--- src/rtl/rs232_tx.sv ---
// UART 8N1 transmitter (8E1/8O1 when RS232_TX_PARITY_EN is defined); tx falls 1 clk after acceptance.
// Latency: start bit on tx 1 clk after pi_flag; every bit lasts BAUD_CNT_MAX clks; tx_done pulses at frame end.
// Backpressure: none; pi_flag while busy is dropped, so the producer must watch busy/tx_done.
module rs232_tx #(
    parameter int UART_BPS   = 9600,
    parameter int CLK_FREQ   = 50_000_000,
    parameter int PARITY_ODD = 0
) (
    input  logic       clk,
    input  logic       rst,
    input  logic [7:0] pi_data,
    input  logic       pi_flag,
    output logic       tx,
    output logic       busy,
    output logic       tx_done
);

    localparam int BAUD_CNT_MAX = CLK_FREQ / UART_BPS;
    localparam int CNT_W        = (BAUD_CNT_MAX > 1) ? $clog2(BAUD_CNT_MAX) : 1;
    localparam logic [CNT_W-1:0] BAUD_LAST = CNT_W'(BAUD_CNT_MAX - 1);

    typedef enum logic [2:0] {
        IDLE,
        START,
        DATA,
`ifdef RS232_TX_PARITY_EN
        PARITY,
`endif
        STOP
    } state_t;

    state_t           state;
    logic [CNT_W-1:0] baud_cnt;
    logic [2:0]       bit_cnt;
    logic [7:0]       shreg;
    logic             bit_end;
`ifdef RS232_TX_PARITY_EN
    logic             parity_bit;
`endif

    assign bit_end = (state != IDLE) && (baud_cnt == BAUD_LAST);

    always_ff @(posedge clk or posedge rst) begin
        if (rst) begin
            state    <= IDLE;
            baud_cnt <= '0;
            bit_cnt  <= '0;
            shreg    <= '0;
            tx       <= 1'b1;
            busy     <= 1'b0;
            tx_done  <= 1'b0;
`ifdef RS232_TX_PARITY_EN
            parity_bit <= 1'b0;
`endif
        end else begin
            tx_done <= 1'b0;
            if (state != IDLE)
                baud_cnt <= bit_end ? '0 : baud_cnt + 1'b1;

            case (state)
                IDLE: begin
                    if (pi_flag && !busy) begin
                        shreg    <= pi_data;
                        tx       <= 1'b0;
                        busy     <= 1'b1;
                        baud_cnt <= '0;
                        bit_cnt  <= '0;
                        state    <= START;
`ifdef RS232_TX_PARITY_EN
                        // Parity is fixed at acceptance since the shift register is consumed bit by bit.
                        parity_bit <= (^pi_data) ^ (PARITY_ODD != 0);
`endif
                    end
                end
                START: begin
                    if (bit_end) begin
                        tx    <= shreg[0];
                        shreg <= shreg >> 1;
                        state <= DATA;
                    end
                end
                DATA: begin
                    if (bit_end) begin
                        if (bit_cnt == 3'd7) begin
`ifdef RS232_TX_PARITY_EN
                            tx    <= parity_bit;
                            state <= PARITY;
`else
                            tx    <= 1'b1;
                            state <= STOP;
`endif
                        end else begin
                            tx      <= shreg[0];
                            shreg   <= shreg >> 1;
                            bit_cnt <= bit_cnt + 3'd1;
                        end
                    end
                end
`ifdef RS232_TX_PARITY_EN
                PARITY: begin
                    if (bit_end) begin
                        tx    <= 1'b1;
                        state <= STOP;
                    end
                end
`endif
                STOP: begin
                    if (bit_end) begin
                        busy    <= 1'b0;
                        tx_done <= 1'b1;
                        state   <= IDLE;
                    end
                end
                default: state <= IDLE;
            endcase
        end
    end

endmodule

--- config.mk ---
export PLATFORM = sky130hd
export DESIGN_NAME = rs232_tx
export DESIGN_NICKNAME = d
export VERILOG_FILES = /design/src/rtl/rs232_tx.sv
export SDC_FILE = /design/constraint.sdc
export NUM_CORES = 1
export LEC_CHECK = 0
export CORE_MARGIN = 10
export CORE_UTILIZATION = 40
export CTS_BUF_LIST = sky130_fd_sc_hd__clkbuf_2 sky130_fd_sc_hd__clkbuf_4 sky130_fd_sc_hd__clkbuf_8
export DETAILED_ROUTE_END_ITERATION = 6
export GPL_ROUTABILITY_DRIVEN = 0
export SETUP_SLACK_MARGIN = 0.2
export SLEW_MARGIN = 20
export SYNTH_ARGS = -nofsm -noshare
export SYNTH_HDL_FRONTEND = slang
export SYNTH_SLANG_ARGS = --single-unit
export TNS_END_PERCENT = 50
--- constraint.sdc ---
create_clock -name clk -period 2.1 [get_ports clk]
set_clock_uncertainty 0.05 [all_clocks]
set_input_delay 0.525 -clock clk [delete_from_list [all_inputs] [get_ports clk]]
set_output_delay 0.525 -clock clk [all_outputs]
set_load 0.02 [all_outputs]
=== Word level (Yosys, flattened, before mapping) ===
Cells that the tools add are included.

* Register bits after elaboration: 30
* Bits of input ports: 11
* Word-level logic and storage cells: 62

* Mux-type cells: 29
* $add $sub $neg: 2
* Reductions and logical operators: 13
* Equal/unequal tests: 11

{| class="wikitable"
|+ Operators with widths
! kind !! count
|-
| two-way mux 13 bit || 4
|-
| two-way mux 8 bit || 4
|-
| two-way mux 3 bit || 8
|-
| case mux 8 bit (3 select lines) || 1
|-
| adder 13 x 1 -> 13 bit, second input constant || 1
|-
| == test 13 bit, second input constant || 1
|-
| inequality test 2 bit, second input constant || 6
|-
| case mux 3 bit (4 select lines) || 1
|-
| AND reduction 5 bit || 2
|-
| two-way mux 1 bit || 8
|-
| AND reduction 4 bit || 2
|-
| == test 3 x 2 -> 1 bit, second input constant || 2
|-
| case mux 3 bit (2 select lines) || 1
|-
| nonzero test 3 bit || 2
|-
| nonzero test 2 bit || 2
|-
| adder 3 x 1 -> 3 bit, second input constant || 1
|-
| == test 3 x 1 -> 1 bit, second input constant || 1
|-
| == test 3 bit, second input constant || 1
|-
| logical NOT 3 bit || 1
|-
| case mux 1 bit (3 select lines) || 1
|-
| AND reduction 3 bit || 1
|-
| logical AND 1 bit || 2
|-
| case mux 1 bit (2 select lines) || 1
|-
| logical NOT 1 bit || 1
|}

=== Longest topological paths before layout ===
* Depth in word-level cells: 6
* Gate-level depth with buffers: 8
* Mapped depth without buffers: 6

=== Least setup slack after synthesis ===
OpenSTA, ideal clock, no wires.

* Path kind: reg-to-reg
* Start: register state[0]
* End: register state[1]
* Arrival: 2064 ps
* Buffers on the path: 1
* Required time: 1922 ps
* Stages on the path, launching flop included: 8
* Period minus slack after synthesis: 2242 ps
* Path slack: -142 ps
* Library setup time: 128 ps
* Cell sequence: dfrtp_1 > inv_1 > ha_1 > clkbuf_1 > nand3b_1 > nor4_4 > o221ai_2 > mux2_1

* Cells in the longest elaborated chain, start to end: 4
* Elaborated cells between the ends (all ways): 13
* Classes of those cells: 8 x eq/ne; 1 x mux; 4 x reduce/logical

{| class="wikitable"
|+ RTL lines
! item !! line !! text
|-
| start: declaration || 32 || <nowiki>state_t state;</nowiki>
|-
| start signal: assignment || 45 || <nowiki>state <= IDLE;</nowiki>
|-
| start signal: assignment || 68 || <nowiki>state <= START;</nowiki>
|-
| start signal: assignment || 79 || <nowiki>state <= DATA;</nowiki>
|-
| nonzero test 3 bit || 41 || <nowiki>assign bit_end = (state != IDLE) && (baud_cnt == BAUD_LAST);</nowiki>
|-
| logical AND 1 bit || 41 ||
|-
| inequality test 2 bit (no line) || n/a ||
|-
| AND reduction 5 bit (no line) || n/a ||
|}

Parallel ways exist; a longest one is shown, timed or not.
A chain may end at the register's enable or synchronous reset.

=== Worst setup path in the final report ===
* Start: register baud_cnt[5]
* End: register shreg[2]

* Cells in the longest elaborated chain, start to end: 4
* Elaborated cells between the ends (all ways): 5
* Classes of those cells: 3 x eq/ne; 2 x reduce/logical

{| class="wikitable"
|+ RTL lines
! item !! line !! text
|-
| start: declaration || 33 || <nowiki>logic [CNT_W-1:0] baud_cnt;</nowiki>
|-
| start signal: assignment || 58 || <nowiki>baud_cnt <= bit_end ? '0 : baud_cnt + 1'b1;</nowiki>
|-
| == test 13 bit * || 41 ||
|-
| logical AND 1 bit * || 41 ||
|-
| inequality test 2 bit (no line) || n/a ||
|-
| AND reduction 5 bit (no line) * || n/a ||
|-
| end signal: assignment || 63 || <nowiki>shreg <= pi_data;</nowiki>
|-
| end signal: assignment || 78 || <nowiki>shreg <= shreg >> 1;</nowiki>
|-
| end signal: assignment || 94 || <nowiki>shreg <= shreg >> 1;</nowiki>
|-
| end: declaration || 35 || <nowiki>logic [7:0] shreg;</nowiki>
|}

Mark *: on every way between the ends. The rest lies on a longest branch, timed or not.

==> results.rst <==
.. list-table::
   :header-rows: 1

   * - Metric
     - Value
   * - Share of layout cells above drive strength 1
     - 32.8%
   * - Standard-cell rows
     - 22
   * - Fmax
     - 0.508 GHz
   * - Hold Path Class
     - register to register
   * - Synthesized cell area
     - 1600 sq um
   * - Drt drc
     - 0
   * - Count of hold buffers inserted by post-cts repair
     - 0
   * - Critical path capture point
     - shreg[2]
   * - Insertion delay of the later-clocked pin in the worst-skew pair
     - 0.28 ns
   * - Required time at the endpoint of the critical path
     - 2.21 ns
   * - PortBufs
     - 13
   * - Crit path from
     - baud_cnt[5]
   * - Total Die Area
     - 6940 sq um
   * - Cell types with the largest area share after synthesis
     - dfrtp_1 44%, mux2_2 9.8%, ha_1 6.2%
   * - Core area
     - 3770 sq um
   * - DIE WIDTH
     - 83.3 microns
   * - Portion of the clock cycle consumed by the worst path in the final layout
     - 93.7%
   * - Placed wire-length estimate
     - 2330 microns
   * - Overall routed net length
     - 3330 microns
   * - Setup crit end kind
     - register
   * - Final Core Density
     - 57.1%
   * - Unrepaired setup endpoints after global routing
     - yes
   * - Worst R2R Start
     - baud_cnt[5]
   * - Critical path's largest stage delay
     - 0.56 ns
   * - Number of endpoints failing setup at the final stage
     - 0
   * - Reg2reg end
     - shreg[2]
   * - Share of the synthesized area in the top cell type
     - 43.7%
   * - Slack of the worst reg-to-reg path
     - 0.13 ns
   * - First drt pass iteration count
     - 4
   * - Type of the worst setup path
     - register to register
   * - Total via count after detailed routing
     - 1,184
   * - Max-capacitance violation count
     - 0
   * - Yosys cell types
     - 39
   * - Post-synthesis async set-or-reset flop share
     - 100%
   * - Clock slew seen by the registers of the worst setup and hold paths
     - 0.06 ns
   * - Gr ovfl total
     - 0
   * - Number of buffers created by CTS
     - 5
   * - Number of buffers between clock root and the deepest sink
     - 2
   * - Gate count after technology mapping
     - 147
   * - Arrival time at the worst endpoint
     - 2.08 ns
   * - Sequential-to-total area share from yosys stat
     - 45.3%
   * - Detail-routed via count per cell
     - 5.00
   * - Number of global-route vias before repair
     - 1,310
   * - Yosys warnings
     - 0
   * - Main flop type after synthesis
     - dfrtp_1
   * - Sort of element at the start of the critical path
     - register
   * - Max rail drop VDD
     - 0.335 mV
   * - Signed area change from the synthesized netlist to the final layout
     - 34.2%
   * - Logic depth of the worst register-to-register path
     - 6
   * - Effective utilization at floorplan
     - 42.5%
   * - EDFF count, synth
     - 0
   * - Maximum fanout along the worst path
     - 6
   * - Hold Violations, Final
     - 0
   * - Post-Synthesis Net Count
     - 166
   * - Largest area contributor in the netlist
     - dfrtp_1
   * - Average footprint of a synthesized cell
     - 10.9 sq um
   * - Final TNS setup
     - 0 ns
   * - Boundary Pins
     - 14
   * - Antenna-violating nets left
     - 0
   * - Initial antenna violation count
     - 0
   * - Slew Limit Fails
     - 0
   * - Number of DRC markers in iteration 0
     - 46
   * - Largest net degree at the start of global routing
     - 30
   * - Power Dens Cells
     - 508 nW/um^2
   * - Status
     - complete, no violations
   * - Wire length of the first global-routing pass
     - 5970 microns
   * - Slew headroom
     - 74.4%
   * - Number of storage elements in the synthesis netlist
     - 29
   * - Sinks on Clock Net
     - 29
   * - Total routing usage reported by global routing
     - 10.2%
   * - Reported leakage power
     - 1.02 nW
   * - Chip Height
     - 83.3 microns
   * - Number of nets in the final layout
     - 207
   * - TritonCTS clock tree
     - yes
   * - Post-synth top cells
     - 28 x dfrtp_1, 18 x nor2_1, 14 x mux2_2
   * - Worst path cell trace
     - or4b_4 > nor4_4 > buf_6 > o211ai_4 > buf_12 > mux2_4
   * - Clk root buf
     - clkbuf_8
   * - Most common cell in the netlist
     - dfrtp_1
   * - Actual slew at the worst max-slew pin
     - 0.381 ns
   * - Slowest CP cell
     - or4b_4
   * - Crit path time final
     - 1.97 ns
   * - ANT cells
     - 0
   * - Drt wl/cell
     - 14.1 microns
   * - H-tree depth
     - 2
==> placed cells by master, fill, tap and decap left out, types with 5 or more instances in the layout <==
cell type and count:
nor2_1 18, nor3_1 5, inv_1 6, dfrtp_1 28, nand2_1 9, buf_4 21, mux2_2 11, ha_1 5
clkdlybuf4s50_1 12, mux2_4 5, xnor2_1 11, clkbuf_8 7
==> layer usage <==
layer	vias to the layer above	wire length (microns)	track usage, %
li1	599	-	-
met1	561	1510	12.2
met2	17	1620	16.1
met3	7	126	3.13
met4	0	76	5.38
met5	-	0	0
==> cell families after synthesis <==
logic type	Yosys count	synth area share [%]
buf+inv	12	2.89
xor+xnor	11	6.01
flops	29	45.3
mux	18	12.6
compound gates	15	8.19
fa+ha+maj	8	6.24
simple gates	54	18.8
==> layout make-up <==
class	instances	area [sq um]
Clock buffer	7	96.3
Clock inverter	1	5.00
Fill cell	307	1620
Inverter	8	30.0
Multi-Input combinational cell	106	886
Sequential cell	29	727
Tap cell	48	60.1
Timing Repair Buffer	38	349
==> how the worst min path moves through the flow <==
stage | start | to | cells after the start
global placement | shreg[3] | shreg[3] | 1
CTS | shreg[4] | shreg[4] | 1
global route | shreg[5] | shreg[5] | 1
floorplan | shreg[2] | shreg[2] | 1
finish | shreg[4] | shreg[4] | 1
detailed placement | shreg[4] | shreg[4] | 1
==> stage by stage <==
stage | hold slack (ns) | worst slack [ns] | cells | area [sq um] | total power, mW
final | 0.455 | 0.132 | 237 | 2150 | 1.09
after floorplan | 0.424 | 0.0269 | 147 | 1630 | 0.578
after CTS | 0.457 | 0.148 | 236 | 2130 | 1.11
after global routing | 0.478 | 0.0831 | 237 | 2150 | 1.14
after global placement | 0.437 | 0.0634 | 217 | 1900 | 0.601
after detailed placement | 0.443 | 0.0430 | 217 | 1900 | 0.601
==> what timing repair did <==
item                                    in CTS  in global routing
endpoints found under the setup margin      24                 17
gates cloned                                 0                  0
pin swaps                                    9                  1
buffers inserted                            11                  1
gates resized for setup                     10                  3
==> critical path, delay by kind of cell (launching register included) <==
family          cells  cell delay [ns]
simple gates        2             0.72
flops               1             0.37
buf+inv             2             0.31
mux                 1             0.29
compound gates      1             0.10
==> report_power, final <==
group	switching [mW]	internal, mW
Sequential	0	0.559
Combinational	0.0130	0.0177
Clock	0.209	0.296
==> registers in the layout, indices dropped and copies added (netlist names) <==
register,flops
state,2
shreg,8
bit_cnt,3
baud_cnt,13
tx_done,1
busy,1
tx,1
Note: power is estimated with default switching activity, not from simulation.
